## config.mk

```make
export PLATFORM = sky130hd
export DESIGN_NAME = serial_mul_hs
export DESIGN_NICKNAME = d
export VERILOG_FILES = /design/src/rtl/serial_mul_pkg.sv /design/src/rtl/serial_mac_cell.sv /design/src/rtl/serial_mul_hs.sv
export SDC_FILE = /design/constraint.sdc
export NUM_CORES = 1
export LEC_CHECK = 0
export CAP_MARGIN = 20
export CORE_MARGIN = 1.5
export CORE_UTILIZATION = 55
export CTS_BUF_LIST = sky130_fd_sc_hd__clkbuf_8
export DETAILED_ROUTE_END_ITERATION = 12
export PLACE_DENSITY = 0.83
export SYNTH_ARGS = -nofsm -noshare
export SYNTH_HDL_FRONTEND = slang
export SYNTH_HIERARCHICAL = 1
export SYNTH_SLANG_ARGS = --single-unit
```

## constraint.sdc

```tcl
create_clock -name clk -period 3.4 [get_ports clk]
set_clock_uncertainty 0.05 [all_clocks]
set_input_delay 0.51 -clock clk [delete_from_list [all_inputs] [get_ports clk]]
set_output_delay 0.51 -clock clk [all_outputs]
set_load 0.005 [all_outputs]
```

## src/rtl/serial_mul_pkg.sv

```systemverilog
// Shared types and constants for the bit-serial multiplier (serial_mul_hs).
package serial_mul_pkg;

    typedef enum logic [1:0] {
        IDLE = 2'd0,
        RUN  = 2'd1,
        DONE = 2'd2
    } state_t;

    localparam int DEF_W = 8;

    // Bit counter must index 2W serial positions without wrapping.
    function automatic int cnt_width(input int w);
        return $clog2(2 * w);
    endfunction

endpackage

```

## src/rtl/serial_mac_cell.sv

```systemverilog
// One bit-serial multiply-add cell: adds (or subtracts, when sub=1) a&b to the
// sum arriving from the next-higher cell, keeping its own carry/borrow.
module serial_mac_cell (
    input  logic clk,
    input  logic rst_n,
    input  logic sync,
    input  logic a,
    input  logic b,
    input  logic si,
    input  logic sub,
    output logic so
);

    logic sum_q, sum_d;
    logic carry_q, carry_d;
    logic pp_s, s_in_s, c_in_s;

    // Full adder / full subtractor; sync discards state left by the previous operation.
    always_comb begin
        pp_s   = a & b;
        s_in_s = sync ? 1'b0 : si;
        c_in_s = sync ? 1'b0 : carry_q;
        sum_d  = s_in_s ^ pp_s ^ c_in_s;
        if (sub) begin
            carry_d = (~s_in_s & (pp_s | c_in_s)) | (pp_s & c_in_s);
        end else begin
            carry_d = (s_in_s & pp_s) | (s_in_s & c_in_s) | (pp_s & c_in_s);
        end
    end

    // Cell state register.
    always_ff @(posedge clk or negedge rst_n) begin
        if (!rst_n) begin
            sum_q   <= 1'b0;
            carry_q <= 1'b0;
        end else begin
            sum_q   <= sum_d;
            carry_q <= carry_d;
        end
    end

    assign so = sum_q;

endmodule

```

## src/rtl/serial_mul_hs.sv

```systemverilog
// Handshaked bit-serial multiplier: q = a*b over 2W serial cycles plus one drain cycle.
// Define SERIAL_MUL_SIGNED_EN for two's-complement operands.
module serial_mul_hs
    import serial_mul_pkg::*;
#(
    parameter int W = DEF_W
) (
    input  logic           clk,
    input  logic           rst_n,
    input  logic           in_valid,
    output logic           in_ready,
    input  logic [W-1:0]   a,
    input  logic [W-1:0]   b,
    output logic           out_valid,
    input  logic           out_ready,
    output logic [2*W-1:0] q,
    output logic           busy
);

    localparam int            CW       = cnt_width(W);
    localparam logic [CW-1:0] CNT_LAST = CW'(2 * W - 1);

    state_t           state_q, state_d;
    logic [CW-1:0]    cnt_q, cnt_d;
    logic             sync_q, sync_d;
    logic             rdy_en_q, rdy_en_d;
    logic [W-1:0]     a_sr_q, a_sr_d;
    logic [W-1:0]     b_q, b_d;
    logic [2*W-2:0]   sr_q, sr_d;
    logic [2*W-1:0]   q_q, q_d;
    logic [W-1:0]     so_s;

    // Cell chain: cell W-1 is the top of the accumulator, cell 0 emits product bits.
    for (genvar i = 0; i < W; i++) begin : g_cell
        logic si_s;
        logic sub_s;
        if (i == W - 1) begin : g_msb
            assign si_s = 1'b0;
`ifdef SERIAL_MUL_SIGNED_EN
            assign sub_s = 1'b1;
`else
            assign sub_s = 1'b0;
`endif
        end else begin : g_low
            assign si_s  = so_s[i+1];
            assign sub_s = 1'b0;
        end
        serial_mac_cell u_cell (
            .clk   (clk),
            .rst_n (rst_n),
            .sync  (sync_q),
            .a     (a_sr_q[0]),
            .b     (b_q[i]),
            .si    (si_s),
            .sub   (sub_s),
            .so    (so_s[i])
        );
    end

    // Next-state and datapath control.
    always_comb begin
        state_d  = state_q;
        cnt_d    = cnt_q;
        sync_d   = 1'b0;
        rdy_en_d = 1'b1;
        a_sr_d   = a_sr_q;
        b_d      = b_q;
        sr_d     = sr_q;
        q_d      = q_q;
        case (state_q)
            IDLE: begin
                if (in_valid && in_ready) begin
                    state_d = RUN;
                    cnt_d   = '0;
                    sync_d  = 1'b1;
                    a_sr_d  = a;
                    b_d     = b;
                end else begin
                    state_d = IDLE;
                end
            end
            RUN: begin
`ifdef SERIAL_MUL_SIGNED_EN
                a_sr_d = {a_sr_q[W-1], a_sr_q[W-1:1]};
`else
                a_sr_d = {1'b0, a_sr_q[W-1:1]};
`endif
                sr_d = {so_s[0], sr_q[2*W-2:1]};
                // Cell 0's register lags one cycle, so the final bit is taken straight from it.
                if (cnt_q == CNT_LAST) begin
                    state_d = DONE;
                    q_d     = {so_s[0], sr_q};
                end else if (!sync_q) begin
                    cnt_d = cnt_q + CW'(1);
                end else begin
                    cnt_d = cnt_q;
                end
            end
            DONE: begin
                if (out_ready) begin
                    state_d = IDLE;
                end else begin
                    state_d = DONE;
                end
            end
            default: begin
                state_d = IDLE;
            end
        endcase
    end

    // Control and datapath registers.
    always_ff @(posedge clk or negedge rst_n) begin
        if (!rst_n) begin
            state_q  <= IDLE;
            cnt_q    <= '0;
            sync_q   <= 1'b0;
            rdy_en_q <= 1'b0;
            a_sr_q   <= '0;
            b_q      <= '0;
            sr_q     <= '0;
            q_q      <= '0;
        end else begin
            state_q  <= state_d;
            cnt_q    <= cnt_d;
            sync_q   <= sync_d;
            rdy_en_q <= rdy_en_d;
            a_sr_q   <= a_sr_d;
            b_q      <= b_d;
            sr_q     <= sr_d;
            q_q      <= q_d;
        end
    end

    assign in_ready  = (state_q == IDLE) && rdy_en_q;
    assign out_valid = (state_q == DONE);
    assign busy      = (state_q != IDLE);
    assign q         = q_q;

endmodule

```

==> flow_metrics.env <==
export IMPL_post_drt_wl_per_cell_um=13.69
export IMPL_synth_area_per_cell_um2=11.46
export IMPL_die_x_um=81.52
export IMPL_overflow=0
export IMPL_fmax_mhz=429.7
export IMPL_multi_input_area_um2=1580
export IMPL_clock_path_buffers=2
export IMPL_hp_class="primary input to async pin"
export IMPL_cts_resized=0
export IMPL_drive_gt1_share_pct=18.53
export IMPL_final_cells=442
export IMPL_core_um2=5921
export IMPL_wirelength_um=6053
export IMPL_synth_area_um2=3391
export IMPL_setup_viol=0
export IMPL_status="completed"
export IMPL_grt_pass1_wl_um=10240
export IMPL_crit_fanout=8
export IMPL_yosys_warnings=6
export IMPL_die_h_um=81.52
export IMPL_clock_sinks=71
export IMPL_htreeDepth=3
export IMPL_postCtsHoldBufs=0
export IMPL_diodes=0
export IMPL_synth_edf_count=0
export IMPL_fin_nets=391
export IMPL_yosysSeqAreaShare_pct=52.40
export IMPL_powerDensity_nw_per_um2=836.2
export IMPL_cp_arrival_ps=1770
export IMPL_rr_worst_depth=4
export IMPL_io_pins=39
export IMPL_ys_ff_latch=71
export IMPL_cts_root_buf="clkbuf_8"
export IMPL_dp_cells=426
export IMPL_path_clk_slew_ps=80
export IMPL_port_buffers=38
export IMPL_drt_iter0_drc=152
export IMPL_antenna_found_initial=0
export IMPL_grt_pass1_vias=2317
export IMPL_clk_latency_ps=350
export IMPL_drc=0
export IMPL_vias=2287
export IMPL_num_rows=28
export IMPL_cts_buffers=9
export IMPL_min_period_over_period_pct=68.45
export IMPL_grt_max_degree=72
export IMPL_maxCapViolCount=0
export IMPL_rsz0062_at_grt="no"
export IMPL_required_ps=2840
export IMPL_via_per_inst=5.174
export IMPL_postCtsSetupRepairBufs=0
export IMPL_seq_area_um2=1777
export IMPL_place_congestion=0.7611
export IMPL_place_hpwl_um=4045
export IMPL_async_flop_share_pct=100.0
export IMPL_tightest_slew_ps=1022
export IMPL_die_area_um2=6645
export IMPL_drtAntennaViolNets=0
export IMPL_critPathLaunchType="flip-flop"
export IMPL_fill_cells=446
export IMPL_track_usage_pct=20.84
export IMPL_hold_worst_slack_ps=299.9
export IMPL_min_period_ps=2327
export IMPL_area_growth_syn_to_layout_pct=20.41
export IMPL_hold_viol_final=0
export IMPL_synthDistinctLibCells=40
export IMPL_relSlewSlack_pct=31.88
export IMPL_leakagePower_nw=2.090
export IMPL_finalSetupTns_ps=0
export IMPL_maxSlewViolCount=0
export IMPL_synth_main_ff_cell="dfrtp_1"
export IMPL_dr_pass1_iters=4
export IMPL_start_util_pct=57.27
export IMPL_synthCells=296
export IMPL_peakVddDrop_v=0.0004014
export IMPL_cts_tree="done"
export IMPL_cp_end_kind="output port"
export IMPL_criticalPathCategory="flip-flop to output port"
## metal layers
metal	track usage (%)	wire [µm]	vias up
met4	9.483	97	0
met2	34.63	3091	42
li1	-	-	1103
met1	25.24	2663	1133
met3	5.667	201	9
met5	0	0	-
## critical path: stages, from the launching register on
cell and delay (ps):
dfrtp_1 480, or2_2 330, nor2_1 100, clkdlybuf4s50_1 500
## Yosys cell counts (2+ instances only)
master / count / area share [%]
nor2_1: 10 / 1.1
mux2_2: 10 / 3.3
conb_1: 2 / 0.22
a21o_1: 8 / 1.8
mux2_4: 10 / 4.4
nor2b_1: 10 / 1.8
or2_2: 2 / 0.37
and2_4: 8 / 2.1
o21bai_1: 9 / 2.0
buf_2: 2 / 0.30
a221o_1: 8 / 2.4
ha_1: 9 / 3.3
buf_6: 3 / 1.0
xor2_1: 8 / 2.1
nand2b_1: 2 / 0.37
nand3_1: 2 / 0.30
nand2_1: 63 / 7.0
inv_1: 12 / 1.3
o21ai_2: 8 / 2.1
clkbuf_1: 2 / 0.22
a22o_1: 7 / 1.8
dfrtp_1: 71 / 52
mux2_1: 5 / 1.7
nor2b_2: 8 / 2.1
a21oi_1: 2 / 0.30
## cell type report
cell class | instances | share of cell area, %
clock buffer | 9 | 3.034
inverter | 12 | 1.103
multi-input combinational | 228 | 38.71
sequential | 71 | 43.52
clock inverter | 7 | 1.778
timing repair buffer | 40 | 9.562
tap | 75 | 2.298
## flip-flops by register name (all words and copies together) (netlist names)
signal and flops:
q 16, sr_q 15, a_sr_q 8, b_q 8, g_cell.u_cell/carry_q 8, g_cell.u_cell/so 8
cnt_q 4, state_q 2, rdy_en_q 1, sync_q 1
## layout by cell type (no fill, tap or decap), types with 9 or more instances in the layout
master / netlist / final
o21bai_1: 9 / 9
clkdlybuf4s50_1: 0 / 37
mux2_4: 10 / 10
nand2_1: 63 / 63
clkbuf_8: 0 / 9
inv_1: 12 / 12
conb_1: 2 / 26
dfrtp_1: 71 / 71
nor2_1: 10 / 10
nor2b_1: 10 / 10
ha_1: 9 / 9
mux2_2: 10 / 10
## kinds of logic after synthesis
kind of cell    synth area share (%)
compound gates                 11.18
xor+xnor                       2.067
fa+ha+maj                      3.321
buf+inv                        3.653
flops                          52.40
mux                            9.705
other cells                   0.2215
simple gates                   17.45
## where the power goes
| part | leakage, nW | internal, mW | switching, mW |
|---|---|---|---|
| clock | 0.0956 | 0.339 | 0.333 |
| combinational | 1.08 | 0.715 | 0.595 |
| sequential | 0.918 | 1.20 | 0.228 |
## final timing paths
path	start	to	slack, ps
worst max-delay path	state_q[1]$_DFFE_PN0P_	in_ready	1070
worst max register to register	cnt_q[0]$_DFFE_PN0P_	q[0]$_DFFE_PN0P_	1270
min in group clk	g_cell[0].u_cell/so$_DFF_PN0_	sr_q[14]$_DFFE_PN0P_	430
worst min register to register	g_cell[0].u_cell/so$_DFF_PN0_	sr_q[14]$_DFFE_PN0P_	430
worst min-delay path	rst_n	g_cell[7].u_cell/so$_DFF_PN0_	300
max in group asynchronous	rst_n	sr_q[7]$_DFFE_PN0P_	2440
## per-stage QoR
stage	cell area, µm²	power (mW)	setup slack (ps)	util, %
final	4083	3.414	1073	68.96
after global routing	4083	3.665	999.8	68.96
after CTS	4083	3.441	1050	68.96
after detailed placement	3886	2.759	1264	65.64
after global placement	3886	2.674	1292	65.64
after floorplan	3481	2.365	1740	-
Power figures use the tool's default switching activity.
